==> src/rtl/mbist_pkg.sv <==
// March C- MBIST shared definitions: states, op codes and the element table.
// Used by mbist_march_ctrl and mbist_resp_chk (optional MBIST_DIAG_EN).
package mbist_pkg;

    typedef enum logic [1:0] {S_IDLE, S_RUN, S_DRAIN, S_DONE} state_t;

    typedef enum logic [1:0] {OP_W0, OP_W1, OP_R0, OP_R1} op_t;

    localparam logic [2:0] M0 = 3'd0;
    localparam logic [2:0] M1 = 3'd1;
    localparam logic [2:0] M2 = 3'd2;
    localparam logic [2:0] M3 = 3'd3;
    localparam logic [2:0] M4 = 3'd4;
    localparam logic [2:0] M5 = 3'd5;

    typedef struct packed {
        logic       down;
        logic [1:0] nops;
        op_t        op0;
        op_t        op1;
    } elem_t;

    function automatic logic elem_down(input logic [2:0] e);
        return (e == M3) || (e == M4) || (e == M5);
    endfunction

    function automatic elem_t elem_info(input logic [2:0] e);
        elem_t r;
        r.down = elem_down(e);
        r.nops = 2'd2;
        r.op0  = OP_W0;
        r.op1  = OP_W0;
        case (e)
            M0: r.nops = 2'd1;
            M1: begin r.op0 = OP_R0; r.op1 = OP_W1; end
            M2: begin r.op0 = OP_R1; r.op1 = OP_W0; end
            M3: begin r.op0 = OP_R0; r.op1 = OP_W1; end
            M4: begin r.op0 = OP_R1; r.op1 = OP_W0; end
            M5: begin r.nops = 2'd1; r.op0 = OP_R0; end
            default: r.nops = 2'd1;
        endcase
        return r;
    endfunction

endpackage

==> src/rtl/mbist_resp_chk.sv <==
// Read-response checker: one-cycle compare pipe, sticky fail, first-fail capture.
// Saturating fail counter; syndrome capture only with MBIST_DIAG_EN.
module mbist_resp_chk
    import mbist_pkg::*;
#(
    parameter int ADDR_W = 12,
    parameter int DATA_W = 8,
    parameter int CNT_W  = 8
) (
    input  logic              clk,
    input  logic              rst,
    input  logic              clr,
    input  logic              rd_vld,
    input  logic [ADDR_W-1:0] rd_addr,
    input  logic [DATA_W-1:0] rd_exp,
    input  logic [DATA_W-1:0] rdata,
    output logic              fail,
    output logic [ADDR_W-1:0] fail_addr,
    output logic [CNT_W-1:0]  fail_cnt
`ifdef MBIST_DIAG_EN
    ,
    output logic [DATA_W-1:0] fail_syndrome
`endif
);

    localparam logic [CNT_W-1:0] CNT_ONE = 1;

    logic              pend;
    logic [ADDR_W-1:0] p_addr;
    logic [DATA_W-1:0] p_exp;
    logic              miss;

    assign miss = pend && (rdata != p_exp);

    // Hold the read's address and expected word until the data returns.
    always_ff @(posedge clk) begin
        if (rst) begin
            pend   <= 1'b0;
            p_addr <= '0;
            p_exp  <= '0;
        end else begin
            pend   <= rd_vld;
            p_addr <= rd_addr;
            p_exp  <= rd_exp;
        end
    end

    // Sticky fail, first failing address and saturating miss count.
    always_ff @(posedge clk) begin
        if (rst || clr) begin
            fail      <= 1'b0;
            fail_addr <= '0;
            fail_cnt  <= '0;
        end else if (miss) begin
            fail <= 1'b1;
            if (!fail) fail_addr <= p_addr;
            if (fail_cnt != '1) fail_cnt <= fail_cnt + CNT_ONE;
        end
    end

`ifdef MBIST_DIAG_EN
    // Bit-level syndrome of the first miscompare.
    always_ff @(posedge clk) begin
        if (rst || clr) begin
            fail_syndrome <= '0;
        end else if (miss && !fail) begin
            fail_syndrome <= rdata ^ p_exp;
        end
    end
`endif

endmodule

==> src/rtl/mbist_march_ctrl.sv <==
// March C- sequencer for one single-port SRAM: IDLE -> RUN -> DRAIN -> DONE.
// Optional MBIST_DIAG_EN adds the fail_syndrome output.
module mbist_march_ctrl
    import mbist_pkg::*;
#(
    parameter int ADDR_W = 12,
    parameter int DATA_W = 8,
    parameter int CNT_W  = 8
) (
    input  logic              clk,
    input  logic              rst,
    input  logic              start,
    output logic              mem_ce,
    output logic              mem_we,
    output logic [ADDR_W-1:0] mem_addr,
    output logic [DATA_W-1:0] mem_wdata,
    input  logic [DATA_W-1:0] mem_rdata,
    output logic              busy,
    output logic              done,
    output logic              fail,
    output logic [ADDR_W-1:0] fail_addr,
    output logic [CNT_W-1:0]  fail_cnt
`ifdef MBIST_DIAG_EN
    ,
    output logic [DATA_W-1:0] fail_syndrome
`endif
);

    localparam logic [ADDR_W-1:0] A_MAX = '1;
    localparam logic [ADDR_W-1:0] A_ONE = 1;

    state_t            state, state_n;
    logic [2:0]        elem, elem_n;
    logic [ADDR_W-1:0] addr, addr_n;
    logic              opi, opi_n;
    elem_t             cur;
    op_t               op;
    logic              run, last_op, last_addr, nxt_down, is_rd;

    assign cur       = elem_info(elem);
    assign nxt_down  = elem_down(elem + 3'd1);
    assign op        = opi ? cur.op1 : cur.op0;
    assign run       = (state == S_RUN);
    assign is_rd     = (op == OP_R0) || (op == OP_R1);
    assign last_op   = (cur.nops == 2'd1) || opi;
    assign last_addr = cur.down ? (addr == '0) : (addr == A_MAX);

    assign mem_ce    = run;
    assign mem_we    = run && !is_rd;
    assign mem_addr  = run ? addr : '0;
    assign mem_wdata = (run && op == OP_W1) ? '1 : '0;
    assign busy      = run || (state == S_DRAIN);
    assign done      = (state == S_DONE);

    // Sequencer registers.
    always_ff @(posedge clk) begin
        if (rst) begin
            state <= S_IDLE;
            elem  <= M0;
            addr  <= '0;
            opi   <= 1'b0;
        end else begin
            state <= state_n;
            elem  <= elem_n;
            addr  <= addr_n;
            opi   <= opi_n;
        end
    end

    // Step op -> address -> element; reload address at element boundaries.
    always_comb begin
        state_n = state;
        elem_n  = elem;
        addr_n  = addr;
        opi_n   = opi;
        unique case (state)
            S_IDLE, S_DONE: begin
                if (start) begin
                    state_n = S_RUN;
                    elem_n  = M0;
                    addr_n  = '0;
                    opi_n   = 1'b0;
                end
            end
            S_RUN: begin
                if (!last_op) begin
                    opi_n = 1'b1;
                end else begin
                    opi_n = 1'b0;
                    if (!last_addr) begin
                        addr_n = cur.down ? addr - A_ONE : addr + A_ONE;
                    end else if (elem == M5) begin
                        state_n = S_DRAIN;
                    end else begin
                        elem_n = elem + 3'd1;
                        addr_n = nxt_down ? A_MAX : '0;
                    end
                end
            end
            S_DRAIN: state_n = S_DONE;
            default: state_n = S_IDLE;
        endcase
    end

    mbist_resp_chk #(
        .ADDR_W (ADDR_W),
        .DATA_W (DATA_W),
        .CNT_W  (CNT_W)
    ) u_chk (
        .clk           (clk),
        .rst           (rst),
        .clr           (start && (state == S_IDLE || state == S_DONE)),
        .rd_vld        (run && is_rd),
        .rd_addr       (addr),
        .rd_exp        ((op == OP_R1) ? {DATA_W{1'b1}} : {DATA_W{1'b0}}),
        .rdata         (mem_rdata),
        .fail          (fail),
        .fail_addr     (fail_addr),
        .fail_cnt      (fail_cnt)
`ifdef MBIST_DIAG_EN
        ,
        .fail_syndrome (fail_syndrome)
`endif
    );

endmodule

==> config.mk <==
export PLATFORM = sky130hd
export DESIGN_NAME = mbist_march_ctrl
export DESIGN_NICKNAME = d
export VERILOG_FILES = /design/src/rtl/mbist_pkg.sv /design/src/rtl/mbist_resp_chk.sv /design/src/rtl/mbist_march_ctrl.sv
export SDC_FILE = /design/constraint.sdc
export NUM_CORES = 1
export LEC_CHECK = 0
export CAP_MARGIN = 40
export CORE_MARGIN = 2
export CORE_UTILIZATION = 35
export CTS_CLUSTER_SIZE = 8
export DETAILED_ROUTE_END_ITERATION = 16
export SLEW_MARGIN = 20
export SYNTH_ARGS = -nofsm -noshare
export SYNTH_HDL_FRONTEND = slang
export SYNTH_SLANG_ARGS = --single-unit
==> constraint.sdc <==
create_clock -name clk -period 8.2 [get_ports clk]
set_input_delay 1.64 -clock clk [delete_from_list [all_inputs] [get_ports clk]]
set_output_delay 1.64 -clock clk [all_outputs]
set_load 0.05 [all_outputs]
== After elaboration in Yosys (flattened, before gate mapping) ==
Index checks and enable logic that the tools add are counted.
Storage, ports and cells
  register bits: 60
  bits of input ports: 11
  output and inout port bits: 45
  word-level logic and storage cells: 96
Cells by class
  add/sub/neg operators: 4
  equality and inequality tests: 24
  muxes and demuxes: 28
  bitwise logic cells: 1
  reductions and logical operators: 29
Operators by type and width (count)
  12-bit two-way mux: 7
  12-bit case mux with 2 select lines: 1
  8-bit two-way mux: 2
  12-bit by 1-bit adder with 12-bit output (second input constant): 1
  12-bit equality test (second input constant): 1
  3-bit equality test (second input constant): 4
  12-bit zero test: 1
  2-bit two-way mux: 6
  3-bit two-way mux: 4
  12-bit by 1-bit subtractor with 12-bit output (second input constant): 1
  3-bit by 2-bit equality test with 1-bit output (second input constant): 3
  1-bit logical OR: 9
  8-bit by 1-bit adder with 8-bit output (second input constant): 1
  2-bit equality test (second input constant): 4
  8-bit != test: 1
  8-bit != test (second input constant): 1
  4-bit AND reduction: 2
  2-bit by 1-bit equality test with 1-bit output (second input constant): 3
  2-bit by 1-bit != test with 1-bit output (second input constant): 3
  2-bit case mux with 3 select lines: 1
  3-bit case mux with 2 select lines: 1
  2-bit AND reduction: 3
  2-bit OR reduction: 3
  1-bit logical AND: 5
  other kinds (14): 18

== Depth between registers and ports, before layout ==
Gate-level depths: netlist (run 1).
  depth after elaboration: 9
  depth in mapped cells: 13
  mapped depth without buffers: 13

== Modules after synthesis ==
From an unflattened synthesis (run 1), not the netlist that was laid out.
Unflattened totals
  cells, all modules: 399
  area, all modules: 3425.8 µm²
Modules (own cells, without submodules)
  mbist_march_ctrl: times used 1, cells each 236, area each 1861.8 µm², seq. area each 360.3 µm²
  mbist_resp_chk: times used 1, cells each 163, area each 1564.0 µm², seq. area each 840.8 µm²

== Worst setup path before layout (run 1) ==
Ideal clock, no wire load.
  path type: reg2out
  from: reg state[0]
  to: out mem_wdata[1]
  data arrival time: 3360 ps
  required time: 6560 ps
  setup slack: 3200 ps
  stages on the path, launching flop included: 6
  buffers on the path: 2
  cells stage by stage: dfxtp_1 ha_1 clkbuf_1 clkinv_1 nor3_1 buf_4
On the way
  word-level cells in the longest chain between the ends: 3
RTL lines
  start: declaration: RTL line mbist_march_ctrl.sv:32  | state_t state, state_n;
  start signal: assignment: RTL line mbist_march_ctrl.sv:63  | state <= state_n;
  2-bit by 1-bit equality test with 1-bit output: RTL line mbist_march_ctrl.sv:43  | assign run = (state == S_RUN);
  net mem_ce: RTL line mbist_march_ctrl.sv:13  | output logic mem_ce,
  1-bit logical AND: RTL line mbist_march_ctrl.sv:51  | assign mem_wdata = (run && op == OP_W1) ? '1 : '0;
  8-bit two-way mux: RTL line mbist_march_ctrl.sv:51
  end: declaration: RTL line mbist_march_ctrl.sv:16  | output logic [DATA_W-1:0] mem_wdata,
The timed path passes the listed nets, and every way through them passes these cells.

== Worst setup path in the final report (run 1) ==
  from: reg state[1]
  to: out mem_wdata[7]
On the way
  word-level cells in the longest chain between the ends: 3
RTL lines (RTL line)
  2-bit by 1-bit equality test with 1-bit output: mbist_march_ctrl.sv:43
  1-bit logical AND: mbist_march_ctrl.sv:51
  8-bit two-way mux: mbist_march_ctrl.sv:51
Every way passes these cells.

==> results.md, run 1 <==
- Outcome: completed
- DRC: 0
- Total CTS buffers: 5
- LEAKAGE: 0.00133 uW
- Worst-margin pin slew: 0.780 ns
- Hold path depth: 2
- Highest Clock Rate: 198 MHz
- Final setup viols: 0
- Worst Path Buf+Inv: 3
- RSZ-0062 raised after global routing: false
- Syn avg cell area: 8.69 sq um
- Worst setup startpoint: state[1]
- Dpl hpwl: 5030 microns
- Die width: 96.7 microns
- YS warnings: 0
- CTS tree: yes
- Overall routed net length: 6630 microns
- Critical Path Sink Type: output port
- Rows: 33
- Total congestion overflow: 0
- Sequential share of power: 43.4%
- Worst vdd ir: 0.000197 V
- H-Tree Depth: 2
- Sequential-to-total area share from yosys stat: 35.3%
- Slowest stage delay, CP: 0.93 ns
- Nets: 425
- Post-synth top flop: dfxtp_1
- Synth Cell Area: 3010 sq um
- CP Max Fanout: 20
- Flip-flop and latch count after synthesis: 53
- Combinational power share: 31.6%
- DP Area: 3600 sq um
- Gpl congestion: 0.831
- Later-pin clock latency in the skew report: 0.31 ns
- Power share of the clock group: 25.0%
- Net Count, Synth: 379
- Starting density of the core: 36.4%
- Clock sink count: 53
- First-pass GRT wire length: 11200 microns
- Via count: 2486
- Hold Buf Count CTS: 0
- Min Tclk post-route: 5.06 ns
- Setup Fix Bufs, Post-CTS: 0
- Sw power: 240 uW
- Power Total: 627 uW
- Relative slew slack: 47.6%
- Antenna violations before repair: 0
- Final Cycle Share: 61.7%
- Sw Ratio: 38.3%
- CP cell instances: inv_1 > ha_1 > clkinv_1 > nor3_1 > clkdlybuf4s50_1
- Area grow syn2layout: 23.7%
- Routed length per instance: 13.3 microns
- Slowest CP cell: clkdlybuf4s50_1
- Clock Skew: 0.00923 ns
- Number of buffers on the longest clock path: 2
- Post_cts resized: 0
- Reg2Reg Setup Slack: 4.82 ns
- Finished Cell Area: 3720 sq um
- CP delay by family, top: buffers and inverters
- Max_cap viols: 0
- Share of synthesized registers carrying an async set or reset: 0%
- Vias in the first global route: 2381
- Die area: 9340 sq um
- Data required, critical path: 6.56 ns
- Clk Tree Root Cell: clkbuf_8
- Internal power: 387 uW
- Crit Path Category: flip-flop to output port
- Clock slew at reported path FFs: 0.10 ns
- End of the worst hold path: u_chk.fail_addr[8]
- Final hold violations: 0
- Yosys cell types: 57
- Number of synthesized flops with an enable pin: 0
- Ports: 56
- Post-route ant nets: 0
- Vias per cell: 4.99
- Critical path launch point type: flip-flop
- Reg2reg start: elem[0]
- DR pass1 iterations: 4
- Drt first-iter violations: 75
- Reg2Reg Depth: 12
- ANT cells: 0
- Total GRT Usage: 14.2%
- Pins Over Slew Limit: 0
- Cell count after synthesis: 346
- Core Region: 8260 sq um
- Worst hold path startpoint: u_chk.p_addr[8]
- Die Span Y: 96.7 microns
- Layout cells sized above 1: 7.38%
- Final TNS setup: 0 ns
- WP data arrival: 3.42 ns
- RR Endpoint: addr[8]
- Power density cells: 169 nW/um^2
- PortBufs: 55
- Min-delay worst type: flip-flop to flip-flop
- Largest net degree at the start of global routing: 33
[per-stage QoR]
stage	setup slack, ns	instances	hold WS, ns	utilization [%]
2_1_floorplan	3.20	346	0.440	-
3_3_place_gp	3.63	487	0.445	43.3
3_5_place_dp	3.48	488	0.455	43.6
4_1_cts	3.12	496	0.481	44.7
5_1_grt	2.85	498	0.502	45.0
6_report	3.14	498	0.474	45.0
[power groups by stage]
stage	combinational (uW)	clock (uW)	sequential, uW
after floorplan	144	0	276
after global placement	185	0	277
after detailed placement	194	0	278
after CTS	195	164	272
after global routing	217	176	274
final	198	157	272
[routing by layer]
| layer | wire length [microns] | global-route usage [%] | up-vias |
|---|---|---|---|
| li1 | - | - | 1304 |
| met1 | 3290 | 19.0 | 1129 |
| met2 | 3040 | 23.1 | 46 |
| met3 | 230 | 2.82 | 7 |
| met4 | 70 | 4.55 | 0 |
| met5 | 0 | 0 | - |
[final cells by class]
type,instances,area [sq um]
Clock inverter,3,26.3
Sequential cell,53,1060
Multi-Input combinational cell,260,1780
Clock buffer,5,68.8
Inverter,13,48.8
Timing Repair Buffer,59,598
Tap cell,105,131
Fill cell,846,4540
[kinds of logic after synthesis]
kind of cell,Yosys count,share of synthesized area [%]
simple gates,139,24.1
mux,18,6.12
buf+inv,33,5.70
compound gates,68,15.6
fa+ha+maj,22,9.41
flops,53,35.3
xor+xnor,13,3.79
[how the worst max path moves through the flow]
stage	to	slack, ns	depth (start not counted)
floorplan	mem_wdata[1]	3.20	5
global placement	mem_wdata[4]	3.63	4
detailed placement	mem_wdata[2]	3.48	5
CTS	mem_wdata[2]	3.12	5
global route	mem_wdata[5]	2.85	5
finish	mem_wdata[7]	3.14	5
[state kept, by name (all words and copies together) (netlist names)]
register and cells:
opi 1, u_chk.p_exp 1, u_chk.fail_cnt 8, u_chk.pend 1
elem 3, state 2, u_chk.fail_addr 12, u_chk.p_addr 12
addr 12, u_chk.fail 1
[layout by cell type (no fill, tap or decap), types with 2 or more instances in the layout]
cell | synthesis | layout
a211oi_1 | 8 | 8
a21o_1 | 7 | 7
a21oi_1 | 20 | 20
a31oi_1 | 2 | 2
and2_1 | 12 | 12
and3_1 | 2 | 2
clkbuf_8 | 0 | 6
clkdlybuf4s50_1 | 0 | 55
clkinvlp_4 | 0 | 2
dfxtp_1 | 53 | 53
ha_1 | 21 | 21
inv_1 | 12 | 12
mux2i_1 | 17 | 17
nand2_1 | 15 | 15
nand2b_1 | 4 | 4
nand3_1 | 7 | 7
nand4_1 | 5 | 5
nor2_1 | 52 | 52
nor2b_1 | 13 | 13
nor3_1 | 8 | 7
nor3_2 | 2 | 2
nor4_1 | 5 | 5
o21a_1 | 2 | 2
o21ai_0 | 12 | 12
o41ai_1 | 3 | 3
or3_1 | 4 | 4
xnor2_1 | 6 | 6
xor2_1 | 7 | 7
[synthesized netlist by cell type (2+ instances only)]
cell	count	area share, %
a211oi_1	8	2.0
a21o_1	7	1.7
a21oi_1	20	3.3
a31oi_1	2	0.42
and2_1	12	2.5
and3_1	2	0.42
buf_1	2	0.25
buf_2	2	0.33
buf_4	8	2.0
buf_6	2	0.75
clkbuf_1	6	0.75
dfxtp_1	53	35
ha_1	21	8.7
inv_1	12	1.5
mux2i_1	17	5.7
nand2_1	15	1.9
nand2b_1	4	0.83
nand3_1	7	1.2
nand4_1	5	1.0
nor2_1	52	6.5
nor2b_1	13	2.7
nor3_1	8	1.3
nor3_2	2	0.67
nor4_1	5	1.0
o21a_1	2	0.50
o21ai_0	12	2.0
o41ai_1	3	0.87
or3_1	4	0.83
xnor2_1	6	1.7
xor2_1	7	2.0
[worst min-delay path, cell delays in order, from the launching register on]
cell and delay (ns):
dfxtp_1 0.32, mux2i_1 0.06, nor2_1 0.07
Note: power is estimated with default switching activity, not from simulation.
==> inputs of run 2 (changes only) <==
==> constraint.sdc (replaced) <==
create_clock -name clk -period 4.7 [get_ports clk]
set_input_delay 0.94 -clock clk [delete_from_list [all_inputs] [get_ports clk]]
set_output_delay 0.94 -clock clk [all_outputs]
set_load 0.05 [all_outputs]
==> results.md, run 2 (same netlist as run 1, synthesis figures left out) <==
- Later-pin clock latency in the skew report: 0.30 ns
- Min Tclk post-route: 4.03 ns
- Critical path launch point type: flip-flop
- Sw power: 404 uW
- PortBufs: 55
- Relative slew slack: 45.9%
- Layout cells sized above 1: 7.61%
- Ports: 56
- Vias in the first global route: 2343
- Biggest regs: addr (12), u_chk.fail_addr (12), u_chk.p_addr (12)
- Antenna violations before repair: 0
- Clk Tree Root Cell: clkbuf_8
- First-pass GRT wire length: 10900 microns
- H-Tree Depth: 2
- Final Cycle Share: 85.7%
- Post_cts resized: 0
- Rows: 33
- Number of buffers on the longest clock path: 2
- Clock slew at reported path FFs: 0.10 ns
- Drt first-iter violations: 93
- Critical Path Sink Type: output port
- Combinational power share: 32.3%
- Power share of the clock group: 24.1%
- Data required, critical path: 3.76 ns
- Core Region: 8260 sq um
- Most frequent cells in the layout: clkdlybuf4s50_1, dfxtp_1, nor2_1, ha_1, a21oi_1
- Sequential share of power: 43.7%
- RSZ-0062 raised after global routing: false
- Power density cells: 293 nW/um^2
- Min-delay worst type: flip-flop to flip-flop
- Total CTS buffers: 5
- Nets: 427
- WP data arrival: 3.09 ns
- Power Total: 1090 uW
- Worst-margin pin slew: 0.806 ns
- ANT cells: 0
- Crit Path Category: flip-flop to output port
- Total GRT Usage: 13.7%
- Post-route ant nets: 0
- Final TNS setup: 0 ns
- Fin cells: 499
- Final hold violations: 0
- LEAKAGE: 0.00135 uW
- Final setup viols: 0
- Die area: 9340 sq um
- Clock sink count: 53
- Routed length per instance: 13.6 microns
- Via count: 2532
- Setup Fix Bufs, Post-CTS: 0
- Area grow syn2layout: 23.5%
- Internal power: 684 uW
- Pins Over Slew Limit: 0
- Commonest non-fill, non-tap cell in the layout: clkdlybuf4s50_1
- Total congestion overflow: 0
- Largest net degree at the start of global routing: 33
- Sw Ratio: 37.2%
- Vias per cell: 5.07
- Die Span Y: 96.7 microns
- Worst vdd ir: 0.000273 V
- Gpl congestion: 0.812
- DR pass1 iterations: 4
- CP Max Fanout: 20
- Hold Buf Count CTS: 0
- DRC: 0
- Highest Clock Rate: 248 MHz
- Starting density of the core: 36.4%
- Die width: 96.7 microns
- Overall routed net length: 6800 microns
- Clock Skew: 0.0119 ns
- CTS tree: yes
- Placed Cells: 489
- Max_cap viols: 0
- Outcome: completed
- Dpl hpwl: 5000 microns
[run 2: cell count changes in the layout (fill, tap and decap cells not counted), sizes merged]
cell / before / now
buf: 3 / 6
inv: 13 / 12
clkinvlp: 2 / 1
[run 2: path summary, 6_finish.rpt]
kind              slack, ns                 end  cells after the start            start
hold reg to reg        0.47  u_chk.fail_addr[3]                      2  u_chk.p_addr[3]
hold / removal         0.47  u_chk.fail_addr[3]                      2  u_chk.p_addr[3]
setup / recovery       0.67        mem_wdata[2]                      5         state[1]
setup reg to reg       1.36             addr[8]                     12          elem[0]
[run 2: area by class of cell]
| class | count | area, sq um |
|---|---|---|
| Sequential cell | 53 | 1060 |
| Multi-Input combinational cell | 260 | 1780 |
| Inverter | 13 | 48.8 |
| Clock inverter | 1 | 7.51 |
| Timing Repair Buffer | 61 | 603 |
| Clock buffer | 6 | 82.6 |
| Tap cell | 105 | 131 |
| Fill cell | 827 | 4550 |
[run 2: metrics by stage]
stage,hold slack [ns],utilization (%),setup WS (ns),area [sq um]
finish,0.469,45.0,0.670,3710
CTS,0.475,44.6,0.629,3680
detailed placement,0.457,43.5,0.982,3590
global route,0.483,45.0,0.427,3710
floorplan,0.440,-,0.400,3010
global placement,0.446,43.5,1.14,3590
[run 2: routing by layer]
metal	up-vias	wire [microns]	global-route usage, %
met2	47	3080	22.1
li1	1301	-	-
met3	7	280	3.11
met5	-	0	0
met4	0	59	3.68
met1	1177	3380	18.6
[run 2: critical path, stage by stage, from the launching register on]
cell and delay [ns]:
dfxtp_1 0.35, inv_1 0.11, ha_1 0.59, clkinv_1 0.19, nor3_1 0.61, clkdlybuf4s50_1 0.93
[run 2: power groups by stage]
stage                     clock, uW  sequential [uW]  combinational, uW
after CTS                       270              475                333
after detailed placement          0              485                330
final                           262              475                351
after global routing            284              477                377
after global placement            0              483                330
after floorplan                   0              481                252
